===== src/rtl/fifo_wr_arbiter.sv =====
// Round-robin arbiter granting N_REQ requesters bursts on one FIFO write port.
// Write data is tagged with the owner index in the MSBs.
module fifo_wr_arbiter #(
  parameter int N_REQ     = 4,
  parameter int DATA_W    = 16,
  parameter int MAX_BURST = 8,
  parameter int IDLE_TO   = 4,
  localparam int TAG_W    = $clog2(N_REQ)
) (
  input  logic                      clk,
  input  logic                      rst,
  input  logic [N_REQ-1:0]          req_valid,
  input  logic [N_REQ*DATA_W-1:0]   req_data,
  input  logic [N_REQ-1:0]          req_last,
  output logic [N_REQ-1:0]          req_ack,
  input  logic                      fifo_full,
  output logic                      fifo_w_en,
  output logic [DATA_W+TAG_W-1:0]   fifo_data,
  output logic                      busy,
  output logic [TAG_W-1:0]          owner
);

  localparam int BW = (MAX_BURST > 1) ? $clog2(MAX_BURST) : 1;
  localparam int IW = (IDLE_TO > 1) ? $clog2(IDLE_TO) : 1;

  typedef enum logic {IDLE, BURST} state_t;

  state_t           state;
  logic [TAG_W-1:0] rr_ptr;
  logic [BW-1:0]    beat_cnt;
  logic [IW-1:0]    idle_cnt;

  logic             found;
  logic [TAG_W-1:0] pick;
  logic             xfer;
  logic             stall;
  logic             rel;

  // Scan req_valid from rr_ptr upward, wrapping; first hit wins.
  always_comb begin
    logic [TAG_W-1:0] idx;
    found = 1'b0;
    pick  = rr_ptr;
    idx   = rr_ptr;
    for (int k = 0; k < N_REQ; k++) begin
      idx = rr_ptr + TAG_W'(k);
      if (!found && req_valid[idx]) begin
        found = 1'b1;
        pick  = idx;
      end
    end
  end

  // Transfer, owner-idle detection and burst release.
  always_comb begin
    busy  = (state == BURST);
    xfer  = busy & req_valid[owner] & ~fifo_full;
    stall = busy & ~req_valid[owner] & ~fifo_full;
    rel   = (xfer & (req_last[owner] |
                     (beat_cnt == BW'(MAX_BURST - 1)))) |
            (stall & (idle_cnt == IW'(IDLE_TO - 1)));
  end

  // Write port and acknowledge driven straight from the transfer.
  always_comb begin
    fifo_w_en = xfer;
    req_ack   = '0;
    if (xfer)
      req_ack[owner] = 1'b1;
    fifo_data = {owner, req_data[owner*DATA_W +: DATA_W]};
  end

  // Grant FSM: arbitrate in IDLE, stream words in BURST.
  always_ff @(posedge clk or posedge rst) begin
    if (rst) begin
      state    <= IDLE;
      owner    <= '0;
      rr_ptr   <= '0;
      beat_cnt <= '0;
      idle_cnt <= '0;
    end else begin
      unique case (state)
        IDLE: begin
          if (found) begin
            state    <= BURST;
            owner    <= pick;
            beat_cnt <= '0;
            idle_cnt <= '0;
          end
        end
        BURST: begin
          if (rel) begin
            state    <= IDLE;
            rr_ptr   <= owner + TAG_W'(1);
            beat_cnt <= '0;
            idle_cnt <= '0;
          end else if (xfer) begin
            beat_cnt <= beat_cnt + BW'(1);
            idle_cnt <= '0;
          end else if (stall) begin
            idle_cnt <= idle_cnt + IW'(1);
          end
        end
        default: state <= IDLE;
      endcase
    end
  end

endmodule


===== config.mk =====
export PLATFORM = sky130hd
export DESIGN_NAME = fifo_wr_arbiter
export DESIGN_NICKNAME = d
export VERILOG_FILES = /design/src/rtl/fifo_wr_arbiter.sv
export SDC_FILE = /design/constraint.sdc
export NUM_CORES = 1
export LEC_CHECK = 0
export ABC_AREA = 1
export ABC_CLOCK_PERIOD_IN_PS = 1810
export BUFFER_PORTS_ARGS = -buffer_cell sky130_fd_sc_hd__clkbuf_2
export CAP_MARGIN = 20
export CELL_PAD_IN_SITES_DETAIL_PLACEMENT = 1
export CELL_PAD_IN_SITES_GLOBAL_PLACEMENT = 2
export CORE_AREA = 2 2 92 94
export CTS_CLUSTER_DIAMETER = 80
export CTS_CLUSTER_SIZE = 30
export DETAILED_ROUTE_END_ITERATION = 10
export DIE_AREA = 0 0 94 96
export PLACE_DENSITY_LB_ADDON = 0.05
export SYNTH_ARGS = -nofsm -noshare
export SYNTH_HDL_FRONTEND = slang
export SYNTH_SLANG_ARGS = --single-unit
export TNS_END_PERCENT = 1

===== constraint.sdc =====
create_clock -name clk -period 1.81 [get_ports clk]
set_input_delay 0.362 -clock clk [delete_from_list [all_inputs] [get_ports clk]]
set_output_delay 0.362 -clock clk [all_outputs]
set_load 0.03 [all_outputs]

# Word level (Yosys, flattened, before mapping)
# Cells that the tools add are included.
[word_totals]
regBits = 10
word_cells = 79
output_inout_bits = 26
input_bits = 75
[op_classes]
n_shift = 1
bitwise_logic = 11
magnitude_cmp = 6
mux = 34
n_addsub = 6
n_reduce_logical = 11
n_eq_ne = 5
[ops]
columns = ["op", "n"]
rows = [
  ["$shiftx A64 B7 Y16", 1],
  ["$lt A2 B3 Y1 const B", 5],
  ["$mux W2", 7],
  ["$mux W1", 13],
  ["$bmux W1 S2", 6],
  ["$mux W3", 3],
  ["$reduce_and A2 Y1", 4],
  ["$add A2 B1 Y2 const B", 3],
  ["$and A1 B1 Y1", 6],
  ["$pmux W3 S2", 1],
  ["$add A2 B2 Y2 const B", 2],
  ["$logic_and A1 B1 Y1", 4],
  ["$mux W4", 1],
  ["$ne A4 B2 Y1 const B", 1],
  ["$pmux W2 S2", 1],
  ["$add A3 B1 Y3 const B", 1],
  ["$eq A3 B3 Y1 const B", 1],
  ["$logic_not A1 Y1", 3],
  ["$ne A3 B2 Y1 const B", 1],
  ["$not A1 Y1", 3],
  ["$demux W1 S2", 1],
  ["$eq A2 B2 Y1 const B", 1],
  ["$ge A2 B1 Y1 const B", 1],
  ["$ne A2 B2 Y1 const B", 1],
  ["other kinds (2)", 3],
]

# Logic depth before layout (Yosys ltp)
[depth]
word_depth = 14
depth_mapped = 13
ltp_nobuf = 12

# Worst setup path after synthesis
# Ideal clock, no wire load.
[synth_timing]
path_type = "register -> output"
startpoint = "reg owner[0]"
endpoint = "out fifo_data[11]"
path_stages_with_launch = 5
slack_ps = -257
arrival_time_ps = 1705
t_required_ps = 1448
path_buffers = 2
path_cell_list = "dfrtp_1 > buf_4 > clkbuf_1 > o21ai_0 > o22ai_1"
[synth_via]
elab_chain_len = 1
[synth_rtl]
columns = ["element", "line", "source"]
rows = [
  ["start, declared", "20", "output logic [TAG_W-1:0] owner"],
  ["start signal, assigned", "86", "owner <= pick;"],
  ["$shiftx A64 B7 Y16", "70", "fifo_data = {owner, req_data[owner*DATA_W +: DATA_W]};"],
  ["end, declared", "18", "output logic [DATA_W+TAG_W-1:0] fifo_data,"],
]
# No other way between the ends.

# Worst setup path after layout
[layout_timing]
startpoint = "reg owner[0]"
endpoint = "out fifo_data[5]"
# Same word-level chain as after synthesis.

==> key figures <==
Logic synthesis
  • Synthesized cell area: around 1500 um^2
  • Sequential share of the synthesized area: 0.169
  • Synth cell types: 23
  • Syn Inst Count: 248
  • Ys flop type: dfrtp_1
  • Async S/R FF share, synth: 1.00
  • Synthesized Nets: 330
  • Synth Register Bits: 10
  • Synth warnings: 0
  • Syn Area/Cell: roughly 6.0 um^2
  • Post-synth EDFFs: 0

Timing
  • Fin crit share: 1.01
  • RSZ-0062 raised after global routing: true
  • Fmax: ~550 MHz
  • Least-Margin Pin Slew: 419 ps
  • Min Tclk post-route: approximately 1800 ps
  • Worst Skew: between 2 and 3 ps
  • Final Slew Violations: 0
  • Final setup margin: -15.9 ps
  • Setup violators final: 6
  • Hold Vio Cnt, Final: 0
  • Slew headroom: 0.720

Final layout
  • Commonest non-fill, non-tap cell in the layout: clkbuf_2
  • Layout area overhead: 68.3%
  • Commonest cells after routing, fill and taps aside: clkbuf_2 (83), nand2_1 (56), nor2_1 (33)
  • N_diodes: 0
  • Nets: approximately 430
  • Fraction of layout cells with a size suffix above 1: 0.510
  • Filler Cell Count: 1045
  • Area of the multi-input gates: around 1200 um^2
  • Non-Filler Cell Area, Final: 2490 um^2
  • Register area: around 250 um^2
  • Finished Layout Cells: around 450

Critical path
  • Crit path DAT: about 1500 ps
  • Crit start category: flip-flop
  • CP Class: reg -> out
  • Nature of the critical path endpoint: primary output
  • Crit Path Max Fanout: 10
  • Critical Path RT: 1450 ps

Route
  • WL/cell: 14.2 um
  • TritonRoute pass-1 iters: 4
  • Final wirelength: approximately 6.5 mm
  • Antenna Nets Post-Route: 0
  • Via count: 1994
  • Residual DRC count: 0
  • Vias per Instance: approximately 4.4
  • DRT iter0 DRCs: 34

Global routing
  • Initial antenna violation count: 0
  • All-layer global routing usage: 0.145
  • Pin count of the biggest net entering global routing: 37
  • Overflow after GRT: 0
  • First-pass GRT wire length: 10.4 mm
  • Number of global-route vias before repair: roughly 2100

Power
  • Max VDD drop: about 460 uV
  • Total power: between 4 and 5 mW
  • Leakage Power: ~1.3 nW
  • Power per cell area: roughly 1800 nW/um^2

Floorplan
  • Initial Utilization: 0.184
  • Die area: about 9000 um^2
  • Cell row count: 33
  • Die Y-Extent: about 96 um
  • I/O Pins: approximately 100
  • Core area: ~8000 um^2
  • Die Width: 94 um

Placed design
  • RD Place Congestion: slightly above 0.7
  • Placed cell count: about 450
  • Port Buffer Count: 100
  • Hpwl dp: 5.07 mm
  • Cell Area, Placed: 2250 um^2

CTS
  • Clock root buffer: clkbuf_8
  • Worst-Skew Late Latency: between 200 and 250 ps
  • TritonCTS sink count: 10
  • CTS H-tree lvls: 1
  • Clock buffer count from CTS: 3
  • CTS clock-pin slew for the worst setup and hold paths: about 50 ps
  • CTS tree: yes
  • Clock Tree Buf Depth: 2

Outcome
  • Outcome: complete, but fails checks
  • Failing checks: negative setup slack

Flow run
  • Max-cap violations: 0

Worst hold path
  • Tightest Hold Check Type: in -> async
metal layers:
metal  up-vias  track usage  part of all wire
li1       1021            -                 -
met1       916        0.181              0.45
met2        51        0.270              0.50
met3         6       0.0204             0.037
met4         0       0.0242             0.013
met5         -            0                 0
sequential cells by signal, summed over array words and instances (netlist names):
signal    cells
beat_cnt      3
busy          1
idle_cnt      2
owner         2
rr_ptr        2
cells by family after synthesis:
kind of cell	count (synthesis)	share of synthesized area
buf+inv	35	0.102
compound gates	54	0.204
flops	10	0.169
simple gates	142	0.465
fa+ha+maj	7	0.0592
final timing paths:
| check | from | endpoint | slack, ps | cells after the start |
|---|---|---|---|---|
| setup / recovery | owner[0] | fifo_data[5] | -20 | 5 |
| hold / removal | rst | beat_cnt[0] | 100 | 2 |
| setup reg to reg | owner[0] | beat_cnt[1] | 190 | 10 |
| hold reg to reg | beat_cnt[2] | beat_cnt[2] | 500 | 2 |
| max in group asynchronous | rst | rr_ptr[0] | 1400 | 2 |
| min in group clk | beat_cnt[2] | beat_cnt[2] | 500 | 2 |
power breakdown:
group / internal [mW] / leakage, nW / total [mW] / switching [mW]
clock: 0.145 / 0.0216 / 0.226 / 0.0812
combinational: 1.45 / 1.18 / 3.88 / 2.42
sequential: 0.328 / 0.121 / 0.460 / 0.132
what timing repair did:
action                     in CTS  in global routing
gates cloned                    1                  1
setup endpoints to repair      14                 25
hold buffers                    0                  0
buffers inserted                0                  2
pin swaps                       0                  1
resized for setup              36                 15
per-stage QoR:
stage | utilization | TNS [ps] | hold WS, ps | worst slack [ps]
floorplan | - | -1110 | 202 | -108
global placement | 0.279 | 0 | 365 | 140
detailed placement | 0.279 | 0 | 357 | 134
CTS | 0.300 | -63.7 | 108 | -16.4
global route | 0.309 | -1070 | 134 | -99.9
finish | 0.309 | -49.7 | 95.7 | -15.9
Yosys cell counts, types with 2 or more instances:
cell / count / area (um^2)
inv_1: 15 / 56.3
nor2_1: 39 / 146
buf_4: 4 / 30.0
nand3_1: 17 / 85.1
buf_2: 2 / 10.0
nand4_1: 2 / 12.5
o21ai_2: 3 / 26.3
dfrtp_1: 10 / 250
clkbuf_1: 7 / 26.3
inv_2: 5 / 18.8
nand2_4: 5 / 56.3
nand3_2: 3 / 30.0
o22ai_1: 16 / 100
nand2_2: 15 / 93.8
o21ai_0: 35 / 175
nand3b_1: 2 / 15.0
ha_1: 7 / 87.6
nand2_1: 56 / 210
critical path: stages (launching register included):
cell	delay, ps
dfrtp_2	450
buf_12	160
buf_4	140
o21ai_0	200
o22ai_2	90
clkbuf_2	190
final cells by class:
type	instances	share of cell area
Inverter	21	0.0337
Timing Repair Buffer	112	0.301
Clock buffer	3	0.0166
Sequential cell	10	0.102
Multi-Input combinational cell	203	0.494
Tap cell	105	0.0528
Power figures use the tool's default switching activity.
